`config.mk`:
```
export PLATFORM = sky130hd
export DESIGN_NAME = mc_ctrl
export DESIGN_NICKNAME = d
export VERILOG_FILES = /design/src/rtl/mips_ctrl_pkg.sv /design/src/rtl/mc_imm_decode.sv /design/src/rtl/mc_ctrl.sv
export SDC_FILE = /design/constraint.sdc
export NUM_CORES = 1
export LEC_CHECK = 0
export CAP_MARGIN = 20
export CORE_ASPECT_RATIO = 1.1
export CORE_MARGIN = 2
export CORE_UTILIZATION = 48
export DETAILED_ROUTE_END_ITERATION = 10
export GPL_ROUTABILITY_DRIVEN = 1
export PLACE_DENSITY = 0.81
export SLEW_MARGIN = 20
export SYNTH_ARGS = -nofsm -noshare
export SYNTH_HDL_FRONTEND = slang
export SYNTH_SLANG_ARGS = --single-unit
```
`constraint.sdc`:
```
create_clock -name clk -period 2.6 [get_ports clk]
set_clock_uncertainty 0.1 [all_clocks]
set_input_delay 0.52 -clock clk [delete_from_list [all_inputs] [get_ports clk]]
set_output_delay 0.52 -clock clk [all_outputs]
set_load 0.02 [all_outputs]
```
`src/rtl/mips_ctrl_pkg.sv`:
```
`default_nettype none
//==============================================================================
// Package  : mips_ctrl_pkg
// Brief    : Shared opcodes, datapath select codes and FSM states for mc_ctrl.
// Revision : 1.0 - initial release
//==============================================================================
package mips_ctrl_pkg;

    localparam logic [5:0] OP_RTYPE = 6'd0;
    localparam logic [5:0] OP_J     = 6'd2;
    localparam logic [5:0] OP_JAL   = 6'd3;
    localparam logic [5:0] OP_BEQ   = 6'd4;
    localparam logic [5:0] OP_BNE   = 6'd5;
    localparam logic [5:0] OP_ADDI  = 6'd8;
    localparam logic [5:0] OP_SLTI  = 6'd10;
    localparam logic [5:0] OP_SLTIU = 6'd11;
    localparam logic [5:0] OP_ANDI  = 6'd12;
    localparam logic [5:0] OP_ORI   = 6'd13;
    localparam logic [5:0] OP_XORI  = 6'd14;
    localparam logic [5:0] OP_LUI   = 6'd15;
    localparam logic [5:0] OP_LW    = 6'd35;
    localparam logic [5:0] OP_SW    = 6'd43;
    localparam logic [5:0] FUNCT_JR = 6'd8;

    localparam logic [2:0] ALUOP_ADD   = 3'b000;
    localparam logic [2:0] ALUOP_SUB   = 3'b001;
    localparam logic [2:0] ALUOP_AND   = 3'b010;
    localparam logic [2:0] ALUOP_OR    = 3'b011;
    localparam logic [2:0] ALUOP_XOR   = 3'b100;
    localparam logic [2:0] ALUOP_SLT   = 3'b101;
    localparam logic [2:0] ALUOP_FUNCT = 3'b110;

    localparam logic [2:0] ALUSRCB_B        = 3'b000;
    localparam logic [2:0] ALUSRCB_FOUR     = 3'b001;
    localparam logic [2:0] ALUSRCB_SEXT     = 3'b010;
    localparam logic [2:0] ALUSRCB_SEXT_SH2 = 3'b011;
    localparam logic [2:0] ALUSRCB_ZEXT     = 3'b100;
    localparam logic [2:0] ALUSRCB_LUI      = 3'b101;

    localparam logic [1:0] PCSRC_ALU    = 2'b00;
    localparam logic [1:0] PCSRC_ALUOUT = 2'b01;
    localparam logic [1:0] PCSRC_JUMP   = 2'b10;
    localparam logic [1:0] PCSRC_REGA   = 2'b11;

    localparam logic [1:0] REGDST_RT = 2'b00;
    localparam logic [1:0] REGDST_RD = 2'b01;
    localparam logic [1:0] REGDST_RA = 2'b10;

    localparam logic [3:0] S_FETCH  = 4'd0;
    localparam logic [3:0] S_DECODE = 4'd1;
    localparam logic [3:0] S_MEMADR = 4'd2;
    localparam logic [3:0] S_MEMRD  = 4'd3;
    localparam logic [3:0] S_MEMWB  = 4'd4;
    localparam logic [3:0] S_MEMWR  = 4'd5;
    localparam logic [3:0] S_REXEC  = 4'd6;
    localparam logic [3:0] S_RWB    = 4'd7;
    localparam logic [3:0] S_IEXEC  = 4'd8;
    localparam logic [3:0] S_IWB    = 4'd9;
    localparam logic [3:0] S_BRANCH = 4'd10;
    localparam logic [3:0] S_JUMP   = 4'd11;
    localparam logic [3:0] S_JAL    = 4'd12;
    localparam logic [3:0] S_JR     = 4'd13;
    localparam logic [3:0] S_TRAP   = 4'd14;

    // DECODE dispatch; anything unrecognised lands in the absorbing trap.
    function automatic logic [3:0] dispatch(input logic [5:0] op, input logic [5:0] fn);
        logic [3:0] st;
        st = S_TRAP;
        case (op)
            OP_RTYPE:                 st = (fn == FUNCT_JR) ? S_JR : S_REXEC;
            OP_BEQ, OP_BNE:           st = S_BRANCH;
            OP_ADDI, OP_SLTI, OP_SLTIU, OP_ANDI,
            OP_ORI, OP_XORI, OP_LUI:  st = S_IEXEC;
            OP_LW, OP_SW:             st = S_MEMADR;
            OP_J:                     st = S_JUMP;
            OP_JAL:                   st = S_JAL;
            default:                  st = S_TRAP;
        endcase
        return st;
    endfunction

endpackage
`default_nettype wire

```
`src/rtl/mc_imm_decode.sv`:
```
`default_nettype none
//==============================================================================
// Module   : mc_imm_decode
// Brief    : I-type opcode to {ALUOp, ALUSrcB} for the IEXEC state.
// Revision : 1.0 - initial release
//==============================================================================
module mc_imm_decode
    import mips_ctrl_pkg::*;
#(
    parameter int ALUOP_W = 3
) (
    input  logic [5:0]         i_opcode,
    output logic [ALUOP_W-1:0] o_aluop,
    output logic [2:0]         o_alusrcb
);

    logic [2:0] w_aluop;

    always_comb begin
        w_aluop   = ALUOP_ADD;
        o_alusrcb = ALUSRCB_SEXT;
        case (i_opcode)
            OP_SLTI, OP_SLTIU: begin w_aluop = ALUOP_SLT; o_alusrcb = ALUSRCB_SEXT; end
            OP_ANDI:           begin w_aluop = ALUOP_AND; o_alusrcb = ALUSRCB_ZEXT; end
            OP_ORI:            begin w_aluop = ALUOP_OR;  o_alusrcb = ALUSRCB_ZEXT; end
            OP_XORI:           begin w_aluop = ALUOP_XOR; o_alusrcb = ALUSRCB_ZEXT; end
            OP_LUI:            begin w_aluop = ALUOP_ADD; o_alusrcb = ALUSRCB_LUI;  end
            default:           begin w_aluop = ALUOP_ADD; o_alusrcb = ALUSRCB_SEXT; end
        endcase
    end

    assign o_aluop = ALUOP_W'(w_aluop);

endmodule
`default_nettype wire

```
`src/rtl/mc_ctrl.sv`:
```
`default_nettype none
//==============================================================================
// Module   : mc_ctrl
// Brief    : Multicycle MIPS control FSM with memory wait states, jr and trap.
// Revision : 1.0 - initial release
//==============================================================================
module mc_ctrl
    import mips_ctrl_pkg::*;
#(
    parameter bit MEM_WAIT_EN = 1'b1,
    parameter int CNT_W       = 32,
    parameter int ALUOP_W     = 3
) (
    input  logic               clk,
    input  logic               rst_n,
    input  logic [5:0]         opcode,
    input  logic [5:0]         funct,
    input  logic               mem_ready,
    output logic               PCWrite,
    output logic               PCWriteCond,
    output logic               BranchNe,
    output logic [1:0]         PCSource,
    output logic               IorD,
    output logic               MemRead,
    output logic               MemWrite,
    output logic               IRWrite,
    output logic               MemToReg,
    output logic [1:0]         RegDst,
    output logic               RegWrite,
    output logic               Jal,
    output logic               ALUSrcA,
    output logic [2:0]         ALUSrcB,
    output logic [ALUOP_W-1:0] ALUOp,
    output logic               instr_done,
    output logic [CNT_W-1:0]   retired,
    output logic               illegal
);

    logic [3:0]         r_state;
    logic [3:0]         w_next;
    logic [CNT_W-1:0]   r_retired;
    logic               r_illegal;
    logic               w_rdy;
    logic [ALUOP_W-1:0] w_imm_aluop;
    logic [2:0]         w_imm_srcb;

    assign w_rdy = MEM_WAIT_EN ? mem_ready : 1'b1;

    mc_imm_decode #(.ALUOP_W(ALUOP_W)) u_imm_decode (
        .i_opcode  (opcode),
        .o_aluop   (w_imm_aluop),
        .o_alusrcb (w_imm_srcb)
    );

    always_comb begin
        w_next      = r_state;
        PCWrite     = 1'b0;
        PCWriteCond = 1'b0;
        BranchNe    = 1'b0;
        PCSource    = PCSRC_ALU;
        IorD        = 1'b0;
        MemRead     = 1'b0;
        MemWrite    = 1'b0;
        IRWrite     = 1'b0;
        MemToReg    = 1'b0;
        RegDst      = REGDST_RT;
        RegWrite    = 1'b0;
        Jal         = 1'b0;
        ALUSrcA     = 1'b0;
        ALUSrcB     = ALUSRCB_B;
        ALUOp       = ALUOP_W'(ALUOP_ADD);
        instr_done  = 1'b0;
        case (r_state)
            S_FETCH: begin
                MemRead = 1'b1;
                ALUSrcB = ALUSRCB_FOUR;
                IRWrite = w_rdy;
                PCWrite = w_rdy;
                if (w_rdy) w_next = S_DECODE;
            end
            S_DECODE: begin
                ALUSrcB = ALUSRCB_SEXT_SH2;
                w_next  = dispatch(opcode, funct);
            end
            S_MEMADR: begin
                ALUSrcA = 1'b1;
                ALUSrcB = ALUSRCB_SEXT;
                w_next  = (opcode == OP_LW) ? S_MEMRD : S_MEMWR;
            end
            S_MEMRD: begin
                MemRead = 1'b1;
                IorD    = 1'b1;
                if (w_rdy) w_next = S_MEMWB;
            end
            S_MEMWB: begin
                MemToReg   = 1'b1;
                RegWrite   = 1'b1;
                instr_done = 1'b1;
                w_next     = S_FETCH;
            end
            S_MEMWR: begin
                MemWrite   = 1'b1;
                IorD       = 1'b1;
                instr_done = w_rdy;
                if (w_rdy) w_next = S_FETCH;
            end
            S_REXEC: begin
                ALUSrcA = 1'b1;
                ALUOp   = ALUOP_W'(ALUOP_FUNCT);
                w_next  = S_RWB;
            end
            S_RWB: begin
                RegDst     = REGDST_RD;
                RegWrite   = 1'b1;
                instr_done = 1'b1;
                w_next     = S_FETCH;
            end
            S_IEXEC: begin
                ALUSrcA = 1'b1;
                ALUSrcB = w_imm_srcb;
                ALUOp   = w_imm_aluop;
                w_next  = S_IWB;
            end
            S_IWB: begin
                RegWrite   = 1'b1;
                instr_done = 1'b1;
                w_next     = S_FETCH;
            end
            S_BRANCH: begin
                ALUSrcA     = 1'b1;
                ALUOp       = ALUOP_W'(ALUOP_SUB);
                PCWriteCond = 1'b1;
                PCSource    = PCSRC_ALUOUT;
                BranchNe    = (opcode == OP_BNE);
                instr_done  = 1'b1;
                w_next      = S_FETCH;
            end
            S_JUMP: begin
                PCWrite    = 1'b1;
                PCSource   = PCSRC_JUMP;
                instr_done = 1'b1;
                w_next     = S_FETCH;
            end
            // PC already holds PC+4 here, so the link value is read straight from it.
            S_JAL: begin
                PCWrite    = 1'b1;
                PCSource   = PCSRC_JUMP;
                RegDst     = REGDST_RA;
                RegWrite   = 1'b1;
                Jal        = 1'b1;
                instr_done = 1'b1;
                w_next     = S_FETCH;
            end
            S_JR: begin
                PCWrite    = 1'b1;
                PCSource   = PCSRC_REGA;
                instr_done = 1'b1;
                w_next     = S_FETCH;
            end
            S_TRAP:  w_next = S_TRAP;
            default: w_next = S_FETCH;
        endcase
        // An aborted instruction must not leak a write while reset is held.
        if (!rst_n) begin
            PCWrite     = 1'b0;
            PCWriteCond = 1'b0;
            IRWrite     = 1'b0;
            MemRead     = 1'b0;
            MemWrite    = 1'b0;
            RegWrite    = 1'b0;
            instr_done  = 1'b0;
        end
    end

    always_ff @(posedge clk) begin
        if (!rst_n) begin
            r_state   <= S_FETCH;
            r_retired <= '0;
            r_illegal <= 1'b0;
        end else begin
            r_state <= w_next;
            if (instr_done) r_retired <= r_retired + CNT_W'(1);
            if (r_state == S_TRAP) r_illegal <= 1'b1;
        end
    end

    assign retired = r_retired;
    assign illegal = r_illegal;

endmodule
`default_nettype wire
```
# [Yosys cells after proc, flatten, opt, wreduce, memory -nomap -nowiden]
# Cells that the tools add are included.
[totals] register_bits=37 ram_bits=0 wordCells=82 rom_bits=0 input_bits=15 latch_bits=0 output_inout_bits=55 n_memories=0
[op_classes] n_lt_le_gt_ge=0 n_shift=0 bitwise=0 n_mux=32 div=0 n_addsub=1 n_eq_ne=31 n_reduce_logical=15 n_mul=0
[ops] op="== test 6 x 4 -> 1 bit, second input constant" count=8
[ops] op="adder 32 x 1 -> 32 bit, second input constant" count=1
[ops] op="one-hot mux 4 bit (8 select lines)" count=1
[ops] op="== test 4 bit, second input constant" count=7
[ops] op="one-hot mux 3 bit (4 select lines)" count=2
[ops] op="one-hot mux 4 bit (6 select lines)" count=1
[ops] op="2-to-1 mux 1 bit" count=17
[ops] op="== test 4 x 3 -> 1 bit, second input constant" count=4
[ops] op="2-to-1 mux 4 bit" count=4
[ops] op="OR reduction 7 bit" count=2
[ops] op="== test 6 x 2 -> 1 bit, second input constant" count=2
[ops] op="== test 6 x 3 -> 1 bit, second input constant" count=2
[ops] op="== test 6 bit, second input constant" count=2
[ops] op="OR reduction 2 bit" count=6
[ops] op="one-hot mux 3 bit (3 select lines)" count=1
[ops] op="== test 4 x 2 -> 1 bit, second input constant" count=2
[ops] op="OR reduction 4 bit" count=2
[ops] op="logical NOT 6 bit" count=1
[ops] op="!= test 2 bit, second input constant" count=3
[ops] op="one-hot mux 2 bit (3 select lines)" count=1
[ops] op="one-hot mux 3 bit (2 select lines)" count=1
[ops] op="OR reduction 3 bit" count=2
[ops] op="== test 4 x 1 -> 1 bit, second input constant" count=1
[ops] op="logical NOT 4 bit" count=1
[ops] op="other kinds (4)" count=5

# [Depth between registers and ports, before layout]
[depth] word_depth=4 mapped_depth=7 ltp_nobuf=5

# [Cells and area by module]
# Synthesis repeated with hierarchy kept, for this count alone.
[hier_totals] hier_cells=313 hier_area_um2=2307.2
[modules_own_cells] module="mc_ctrl" seq_area_each_um2=740.7 cells_per_inst=302 instances=1 area_per_inst_um2=2227.1
[modules_own_cells] module="mc_imm_decode" seq_area_each_um2=0.0 cells_per_inst=11 instances=1 area_per_inst_um2=80.1

# [Worst setup path after synthesis]
# Ideal clock, no wire load.
[synth_timing] kind="input port to output port" from="in mem_ready" to="out instr_done" stages=4 arrival_ns=1.611 setup_slack_ns=0.369 required_time_ns=1.980 path_buffers=1 path_cell_list="or4b_1 > o221ai_4 > buf_2 > nor2_1"
[synth_between] elab_chain_len=2
[synth_rtl] item="start, declared" line_no="mc_ctrl.sv:18" text="input logic mem_ready,"
[synth_rtl] item="one-hot mux 1 bit (2 select lines)" line_no="mc_ctrl.sv:73" text="case (r_state)"
[synth_rtl] item="2-to-1 mux 1 bit" line_no="mc_ctrl.sv:164" text="if (!rst_n) begin"
[synth_rtl] item="end, declared" line_no="mc_ctrl.sv:34" text="output logic instr_done,"
# No other way between the ends.

# [Final worst setup path]
# Ends and elaborated chain as after synthesis.

==> results_dict.tcl <==
set metrics [dict create \
    syn-cell-area_um2 2400 \
    crit_cells 5 \
    ys.flop_type "dfxtp_1" \
    antenna_found_initial 0 \
    seq_power_share_pct 31.0 \
    place_congestion 0.846 \
    setup_violations 0 \
    path_clk_slew_ns 0.08 \
    fillers 379 \
    syn_to_final_growth_pct 41.3 \
    cpMaxStageDelayCell "or4b_4" \
    cts_sinks 37 \
    ant_nets 0 \
    drt-wirelength-per-cell_um 14.2 \
    grt-ovfl-total 0 \
    fin_crit_ns 2.57 \
    critPathMaxStageDelay_ns 0.52 \
    fmax_mhz 389 \
    p_leak_nw 1.33 \
    pwr_density_cell_nw_per_um2 654 \
    path_buf_inv 2 \
    drt_iter0_drc 124 \
    grtUsageTotal_pct 23.1 \
    dpl.hpwl_mm 4.67 \
    synth_top_area_share_pct 30.9 \
    internal-power_mw 1.30 \
    synth-seq-cells 37 \
    dp.cells 443 \
    hold_ws_ns 0.387 \
    dieArea_um2 5570 \
    grt_pass1_wl_mm 10.6 \
    start_util_pct 50.8 \
    worstMarginPinSlew_ns 0.584 \
    synth_edf_count 0 \
    synth_area_leaders "dfxtp_1, nor2_1, xnor2_1, xor2_1, nand2_1" \
    ios 70 \
    hp-class "register to register" \
    viasPerCell 5.63 \
    pwr-share-comb_pct 49.9 \
    rsz0062_at_grt "no" \
    cp_max_fo 2 \
    rr_worst_depth 6 \
    drive_gt1_share_pct 16.2 \
    crit_type "primary input to primary output" \
    ir_worst_vdd_v 0.000443 \
    p_clk_share_pct 19.2 \
    endpoint_kind "primary output" \
    clock_latency_ns 0.29 \
    cts_tree "done" \
    critPathArrivalTime_ns 1.95 \
    nets 410 \
    final_cells 451 \
    cp_top_family "buffers and inverters" \
    swShare_pct 41.2 \
    dieWidth_um 71.4 \
    power_mw 2.21 \
    drt-pass1-iter-count 6 \
    hold_viol 0 \
    num_vias 2537 \
    core_area_um2 4720 \
    grt_pass1_vias 2344 \
    clock_path_buffers 2 \
    cts-buffers-inserted 5 \
    p_switching_mw 0.912 \
    async_flop_share_pct 0 \
    yosysMostFrequentCell "nor2_1" \
    cts_root_buffer "clkbuf_8" \
    max-cap-violations 0 \
    finalCritPeriodShare_pct 98.8 \
    slew_violations 0 \
    status "finished clean" \
    startpoint_type "primary input" \
    rows 26 \
    synth_commonest_cells "nor2_1, dfxtp_1, nand2_1, clkbuf_1" \
    cp_data_required_time_ns 1.98 \
    drt_wl_total_mm 6.38 \
    yosys_warnings 0 \
    synth_nets 326 \
    postSynthCellCount 310 \
    die_y_um 78.1 \
    path_cells "clkdlybuf4s50_1 -> or4b_4 -> o221ai_4 -> nor2_1 -> dlygate4sd2_1" \
    io_buffers 69 \
    diodes 0 \
    synth_area_leader_cell "dfxtp_1" \
    yosysSeqAreaShare_pct 30.9 \
    synth_cell_types 56 \
    htreeDepth 2 \
    whs_path_depth 2 \
    slew_headroom_pct 61.0 \
    grt_max_degree 33 \
    drc 0 \
    avgSynthCellArea_um2 7.73 \
]
-- cell families after synthesis --
logic type / synth area share (%)
compound gates: 11.5
buf+inv: 4.80
simple gates: 40.5
mux: 0.836
fa+ha+maj: 0.522
xor+xnor: 11.0
flops: 30.9
-- layout make-up --
class | instances | area (um^2) | share of cell area [%]
well taps | 56 | 70.1 | 2.07
repair buffers | 99 | 907 | 26.8
flip-flops and latches | 37 | 743 | 22.0
clock buffers | 6 | 82.6 | 2.44
inverters | 5 | 18.8 | 0.555
clock inverters | 2 | 13.8 | 0.407
multi-input cells | 246 | 1550 | 45.8
-- routing by layer --
metal / global-route usage [%] / vias up / share of wire, %
met1: 30.2 / 1187 / 45
met5: 0 / - / 0
met4: 7.17 / 0 / 0.75
li1: - / 1268 / -
met3: 3.59 / 4 / 5.9
met2: 38.8 / 78 / 49
-- sequential cells by signal (all words and copies together), names as in the netlist --
signal	flops
illegal	1
retired	32
r_state	4
-- path summary, 6_finish.rpt --
path	end	start	slack, ns
max	instr_done	mem_ready	0.03
min	illegal$_SDFFE_PN0P_	illegal$_SDFFE_PN0P_	0.39
max reg2reg	retired[30]$_SDFFE_PN0P_	retired[6]$_SDFFE_PN0P_	0.44
min reg2reg	illegal$_SDFFE_PN0P_	illegal$_SDFFE_PN0P_	0.39
-- worst reg2reg max path, delay by kind of cell (launching register included) --
family,cells,cell delay (ns)
AND/OR/NAND/NOR,4,1.10
XOR/XNOR,1,0.18
flip-flops,1,0.46
buffers and inverters,1,0.19
-- stage by stage --
| step | utilization [%] | area [um^2] | worst slack (ns) | TNS (ns) |
|---|---|---|---|---|
| 4_1_cts | 71.8 | 3390 | 0.0122 | 0 |
| 3_5_place_dp | 69.9 | 3300 | -0.292 | -1.72 |
| 3_3_place_gp | 69.9 | 3300 | -0.252 | -1.68 |
| 5_1_grt | 71.8 | 3380 | 0.00452 | 0 |
| 2_1_floorplan | - | 2400 | 0.369 | 0 |
| 6_report | 71.8 | 3380 | 0.0300 | 0 |
-- timing repair --
action,in CTS,in global routing
setup buffers,0,0
hold endpoints to repair,0,0
endpoints found under the setup margin,18,9
gates resized for setup,17,14
hold buffers,0,0
cloned,0,0
-- power by group through the flow --
stage	logic (mW)	registers [mW]	clock network, mW
after floorplan	0.717	0.650	0
after global placement	1.14	0.690	0
after detailed placement	1.14	0.691	0
after CTS	1.11	0.682	0.432
after global routing	1.20	0.694	0.457
final	1.10	0.686	0.425
-- cells in the final DEF, fill, tap and decap left out, types with 2 or more instances in the layout --
cell and n:
clkdlybuf4s50_1 52, nor2_1 51, dfxtp_1 35, nand2_1 31, buf_4 29, xor2_1 15, xnor2_1 15, nand4_1 14
a21oi_1 11, nor3_1 11, nand3_1 10, dlygate4sd2_1 9, nand2b_1 8, nor4_1 7, nor2b_1 6, nor4_2 6
clkbuf_8 6, o21ai_0 5, and3_1 5, and4_1 5, inv_1 4, or4_1 4, clkbuf_2 4, dlymetal6s2s_1 4
and2_1 3, o22ai_1 3, mux2i_1 2, nand4b_1 2, o221a_2 2, o211a_1 2, dfxtp_2 2
Power figures use the tool's default switching activity.
